--- src/rtl/bcd_scan_display.sv ---
`default_nettype none
// ============================================================================
// Module     : bcd_scan_display
// Description: Multi-digit BCD event counter with a time-multiplexed
//              seven-segment scan driver (shared segment bus + one-hot enables).
//              Optional macro LEADING_ZERO_BLANK_EN blanks leading zero digits.
// Revision   : 1.0 - initial release
// ============================================================================
module bcd_scan_display #(
    parameter int NUM_DIGITS = 4,
    parameter int SCAN_DIV   = 1000
) (
    input  logic                    clk,
    input  logic                    rst_n,
    input  logic                    inc,
    input  logic                    clr,
    output logic [4*NUM_DIGITS-1:0] bcd,
    output logic                    wrap,
    output logic [6:0]              seg,
    output logic [NUM_DIGITS-1:0]   an
);

    localparam int c_PRE_W = (SCAN_DIV > 1) ? $clog2(SCAN_DIV) : 1;
    localparam int c_SEL_W = (NUM_DIGITS > 1) ? $clog2(NUM_DIGITS) : 1;
    localparam logic [c_PRE_W-1:0]    c_PRE_TC   = c_PRE_W'(SCAN_DIV - 1);
    localparam logic [c_SEL_W-1:0]    c_SEL_LAST = c_SEL_W'(NUM_DIGITS - 1);
    localparam logic [NUM_DIGITS-1:0] c_AN_RST   = NUM_DIGITS'(1);
    localparam logic [6:0]            c_SEG_RST  = 7'b0111111;

    logic [4*NUM_DIGITS-1:0] bcd_q, bcd_d;
    logic                    wrap_q, wrap_d;
    logic [c_PRE_W-1:0]      presc_q, presc_d;
    logic [c_SEL_W-1:0]      sel_q, sel_d;
    logic [6:0]              seg_q, seg_d;
    logic [NUM_DIGITS-1:0]   an_q, an_d;
    logic                    w_tick;
    logic                    w_blank;
    logic [3:0]              w_digit;

    function automatic logic [6:0] f_decode(input logic [3:0] v);
        logic [6:0] s;
        case (v)
            4'd0:    s = 7'b0111111;
            4'd1:    s = 7'b0000110;
            4'd2:    s = 7'b1011011;
            4'd3:    s = 7'b1001111;
            4'd4:    s = 7'b1100110;
            4'd5:    s = 7'b1101101;
            4'd6:    s = 7'b1111101;
            4'd7:    s = 7'b0000111;
            4'd8:    s = 7'b1111111;
            4'd9:    s = 7'b1101111;
            default: s = 7'b0000000;
        endcase
        return s;
    endfunction

    // Carry ripples through every digit within the same cycle.
    always_comb begin : p_count
        logic carry;
        bcd_d  = bcd_q;
        carry  = inc;
        for (int k = 0; k < NUM_DIGITS; k++) begin
            if (carry) begin
                if (bcd_q[4*k +: 4] == 4'd9) begin
                    bcd_d[4*k +: 4] = 4'd0;
                end else begin
                    bcd_d[4*k +: 4] = bcd_q[4*k +: 4] + 4'd1;
                    carry           = 1'b0;
                end
            end
        end
        wrap_d = carry;
        if (clr) begin
            bcd_d  = '0;
            wrap_d = 1'b0;
        end
    end

    always_comb begin
        w_tick  = (presc_q == c_PRE_TC);
        presc_d = w_tick ? '0 : presc_q + 1'b1;
        sel_d   = sel_q;
        if (w_tick) begin
            sel_d = (sel_q == c_SEL_LAST) ? '0 : sel_q + 1'b1;
        end
    end

    always_comb begin : p_display
        logic zero_run;
        w_digit  = 4'd0;
        an_d     = '0;
        w_blank  = 1'b0;
        zero_run = 1'b1;
        for (int k = 0; k < NUM_DIGITS; k++) begin
            if (sel_q == c_SEL_W'(k)) begin
                w_digit  = bcd_q[4*k +: 4];
                an_d[k]  = 1'b1;
            end
        end
`ifdef LEADING_ZERO_BLANK_EN
        // Digit k>0 is blank when it and every digit above it are zero.
        for (int k = NUM_DIGITS - 1; k >= 1; k--) begin
            zero_run = zero_run && (bcd_q[4*k +: 4] == 4'd0);
            if ((sel_q == c_SEL_W'(k)) && zero_run) begin
                w_blank = 1'b1;
            end
        end
`else
        zero_run = 1'b0;
        w_blank  = zero_run;
`endif
        seg_d = w_blank ? 7'b0000000 : f_decode(w_digit);
    end

    // rst_n release is expected to arrive already synchronised to clk.
    always_ff @(posedge clk or negedge rst_n) begin
        if (!rst_n) begin
            bcd_q   <= '0;
            wrap_q  <= 1'b0;
            presc_q <= '0;
            sel_q   <= '0;
            seg_q   <= c_SEG_RST;
            an_q    <= c_AN_RST;
        end else begin
            bcd_q   <= bcd_d;
            wrap_q  <= wrap_d;
            presc_q <= presc_d;
            sel_q   <= sel_d;
            seg_q   <= seg_d;
            an_q    <= an_d;
        end
    end

    assign bcd  = bcd_q;
    assign wrap = wrap_q;
    assign seg  = seg_q;
    assign an   = an_q;

endmodule
`default_nettype wire

--- config.mk ---
export PLATFORM = sky130hd
export DESIGN_NAME = bcd_scan_display
export DESIGN_NICKNAME = d
export VERILOG_FILES = /design/src/rtl/bcd_scan_display.sv
export SDC_FILE = /design/constraint.sdc
export NUM_CORES = 1
export LEC_CHECK = 0
export BUFFER_PORTS_ARGS = -buffer_cell sky130_fd_sc_hd__buf_2
export CAP_MARGIN = 15
export CORE_MARGIN = 2
export CORE_UTILIZATION = 57
export DETAILED_ROUTE_END_ITERATION = 8
export GPL_TIMING_DRIVEN = 0
export PLACE_DENSITY = 0.8
export SYNTH_ARGS = -nofsm -noshare
export SYNTH_HDL_FRONTEND = slang
export SYNTH_SLANG_ARGS = --single-unit
--- constraint.sdc ---
create_clock -name clk -period 3.3 [get_ports clk]
set_clock_uncertainty 0.2 [all_clocks]
set_input_delay 0.33 -clock clk [delete_from_list [all_inputs] [get_ports clk]]
set_output_delay 0.33 -clock clk [all_outputs]
set_load 0.1 [all_outputs]
==> results.yml <==
status:
  status: "finished clean"
worst_setup_path:
  start_kind: "register"
  worstSetupEndpointType: "register"
  path_class: "register to register"
  cp_num_buf_inv: 2
  critPathSlowestCell: "dfrtp_1"
  cp_slowest_stage_delay_ns: 0.42
  crit_path_cell_trace: "inv_1 > ha_1 > or2_2 > a221oi_1 > nor2_1 > ha_1 > inv_1 > mux2_1 > mux2i_1"
  critical_path.top_delay_family: "adder cells"
  cp.arrival_ns: 2.81
  cp_max_fo: 5
  crit_required_ns: 3.31
floorplanning:
  die_w_um: 66.2
  io_pins: 32
  start_util: 0.598
  rows: 22
  die_area_sq_mm: 0.00439
  die_h_um: 66.2
  coreArea_sq_mm: 0.00369
synth:
  synth_xor_area_frac: 0.0317
  yosys.area_share.simple: 0.204
  ys_seq_area_frac: 0.457
  synth_cells: 219
  synth_ff_type: "dfrtp_1"
  synth_adder_area_share: 0.108
  ys_seq_elements: 40
  synth_async_sr_flop_share: 1.00
  ys_types: 45
  synth_area_per_cell_sq_um: 10.1
  synth-compound-area-share: 0.118
  synth_top_family_by_area: "simple AND/OR/NAND/NOR gates"
  muxShareOfSynthArea: 0.0488
  synth_edf_count: 0
  syn-num-nets: 242
  yosys_warnings: 0
  syn_area_sq_mm: 0.00221
clock_network:
  cts_num_sinks: 40
  cts_buffer_depth: 2
  cts_tree: "built"
  numCtsBuffers: 5
  htreeDepth: 2
  postCtsSetupRepairBufs: 0
  cts-resized-gates: 0
  worst_setup_hold_path_clk_slew_ns: 0.08
  clockRootBuffer: "clkbuf_8"
  insertion_delay_ns: 0.29
pwr:
  pwr-share-seq: 0.525
  p_leak_nw: 1.21
  power_frac_clock: 0.344
  vdd_drop_max_v: 0.000302
  internal-power_mw: 0.695
  power_frac_comb: 0.132
  powerDensity_mw_per_mm2: 383
  p_sw_frac: 0.280
  netSwitchingPower_mw: 0.271
sta:
  finalHoldViolations: 0
  finalCriticalPeriod_ns: 2.80
  setup_viol: 0
  max_freq_mhz: 358
  slew_headroom: 0.433
  period_share: 0.847
  tns_ns: 0
  worst_slew_pin_slew_ns: 0.850
  grt_setup_unrepaired: "false"
  finalWorstSetupSlack_ns: 0.505
  slew_violations: 0
layout:
  regArea_sq_mm: 0.00101
  drive_above_1_share: 0.224
  syn_to_final_growth_pct: 14.4
  fillers: 322
  antenna_cells: 0
  postLayoutCellArea_sq_mm: 0.00252
  finalNonFillerCells: 307
  nNetsFinal: 281
  multi_input_area_sq_mm: 0.00112
global_route:
  grt-ovfl-total: 0
  grt_use_total: 0.220
  grt_pass1_wl_um: 7200
  grt_pass1_vias: 1588
  grt_antenna_before_repair: 0
  grt_max_degree: 41
placed_design:
  port_buffers: 31
  place_area_sq_mm: 0.00242
  place_ws_ns: 0.523
  dpl.cell_count: 298
  dp_hpwl_um: 2990
  gp_congestion: 0.821
route:
  drt_iter0_drc: 75
  routedWlPerCell_um: 13.6
  routed_wl_um: 4180
  drt_pass1_iterations: 4
  via_per_inst: 5.64
  drc: 0
  num_vias: 1731
  ant_nets: 0
hold_path:
  min-delay-path-class: "input port to register"
flow_run:
  max-cap-violations: 0
==> worst register-to-register path, delay by kind of cell, from the launching register on <==
family,cells,cell delay (ns)
adders and majority gates,2,0.59
and+or+nand+nor,2,0.51
muxes,2,0.44
DFF,1,0.42
AOI/OAI and AO/OA,1,0.42
buffers and inverters,2,0.14
==> area by class of cell <==
type,instances,share of cell area
multi-input cells,161,0.445
clock inverters,2,0.00396
inverters,12,0.0178
well taps,48,0.0238
plain buffers,6,0.0109
clock buffers,6,0.0327
repair buffers,32,0.0654
flip-flops and latches,40,0.400
==> metrics by stage <==
step / hold slack [ns] / utilization / power [mW]
3_5_place_dp: 0.288 / 0.657 / 0.644
5_1_grt: 0.0739 / 0.685 / 1.01
4_1_cts: 0.0592 / 0.685 / 0.977
2_1_floorplan: -0.166 / - / 0.616
6_report: 0.0636 / 0.685 / 0.966
3_3_place_gp: 0.250 / 0.657 / 0.642
==> cell usage after synthesis (4+ instances only) <==
cell type  number  area (sq um)
nand3_1         5          25.0
nand3b_1        4          30.0
nor2_1         26          97.6
and4b_1         4          40.0
o22ai_1         7          43.8
mux2_2          5          56.3
nor3b_1         4          30.0
a21oi_1        14          70.1
inv_1          12          45.0
xnor2_1         5          43.8
nand2_1        15          56.3
mux2i_1         4          40.0
ha_1           19           238
dfstp_2         7           184
a221oi_1        4          35.0
dfrtp_1        33           826
nor3_1          5          25.0
==> kinds of logic after synthesis <==
| kind of cell | count (synthesis) |
|---|---|
| flip-flops | 40 |
| XOR/XNOR | 8 |
| adder cells (fa/ha/maj) | 19 |
| AND/OR/NAND/NOR | 84 |
| multiplexers | 10 |
| buffers and inverters | 18 |
| AO/OA/AOI/OAI | 40 |
==> state kept, by name (all words and copies together), names as in the netlist <==
| name | flops |
|---|---|
| bcd | 16 |
| wrap | 1 |
| sel_q | 2 |
| presc_q | 10 |
| seg | 7 |
| an | 4 |
==> worst paths after layout <==
path,from,end,slack (ns),cells after the start
max in group asynchronous,rst_n,wrap$_DFF_PN0_,1.89,2
worst min-delay path,clr,bcd[10]$_DFFE_PN0P_,0.06,2
worst max register to register,sel_q[0]$_DFFE_PN0N_,seg[3]$_DFF_PN1_,0.50,9
worst min register to register,presc_q[0]$_DFF_PN0_,presc_q[0]$_DFF_PN0_,0.29,1
min in group asynchronous,rst_n,presc_q[4]$_DFF_PN0_,0.48,2
worst max-delay path,sel_q[0]$_DFFE_PN0N_,seg[3]$_DFF_PN1_,0.50,9
==> power groups by stage <==
stage | clock network, mW | logic, mW | registers [mW]
2_1_floorplan | 0 | 0.0326 | 0.583
3_3_place_gp | 0 | 0.126 | 0.516
3_5_place_dp | 0 | 0.127 | 0.517
4_1_cts | 0.341 | 0.129 | 0.507
5_1_grt | 0.360 | 0.137 | 0.508
6_report | 0.332 | 0.127 | 0.507
==> layer usage <==
metal / global-route usage / wire [um] / up-vias
met5: 0 / 0 / -
met3: 0.0528 / 170 / 9
met2: 0.355 / 1950 / 38
met1: 0.278 / 1970 / 823
met4: 0.0969 / 77 / 0
li1: - / - / 861
==> what timing repair did <==
| item | CTS | global route |
|---|---|---|
| hold buffers | 1 | 0 |
| hold endpoints to repair | 33 | 0 |
| setup endpoints to repair | 0 | 0 |
==> layout by cell type, fill, tap and decap left out, drive strengths merged, types with 3 or more instances in the layout <==
cell type and instances:
a21oi 14, a221oi 4, and4b 4, buf 34
clkbuf 9, dfrtp 33, dfstp 7, ha 19
inv 12, mux2 6, mux2i 4, nand2 15
nand3 5, nand3b 4, nand4 3, nor2 26
nor2b 3, nor3 5, nor3b 4, o21ai 4
o22ai 7, or3 3, xnor2 5, xor2 3
(Power assumes the default switching activity.)
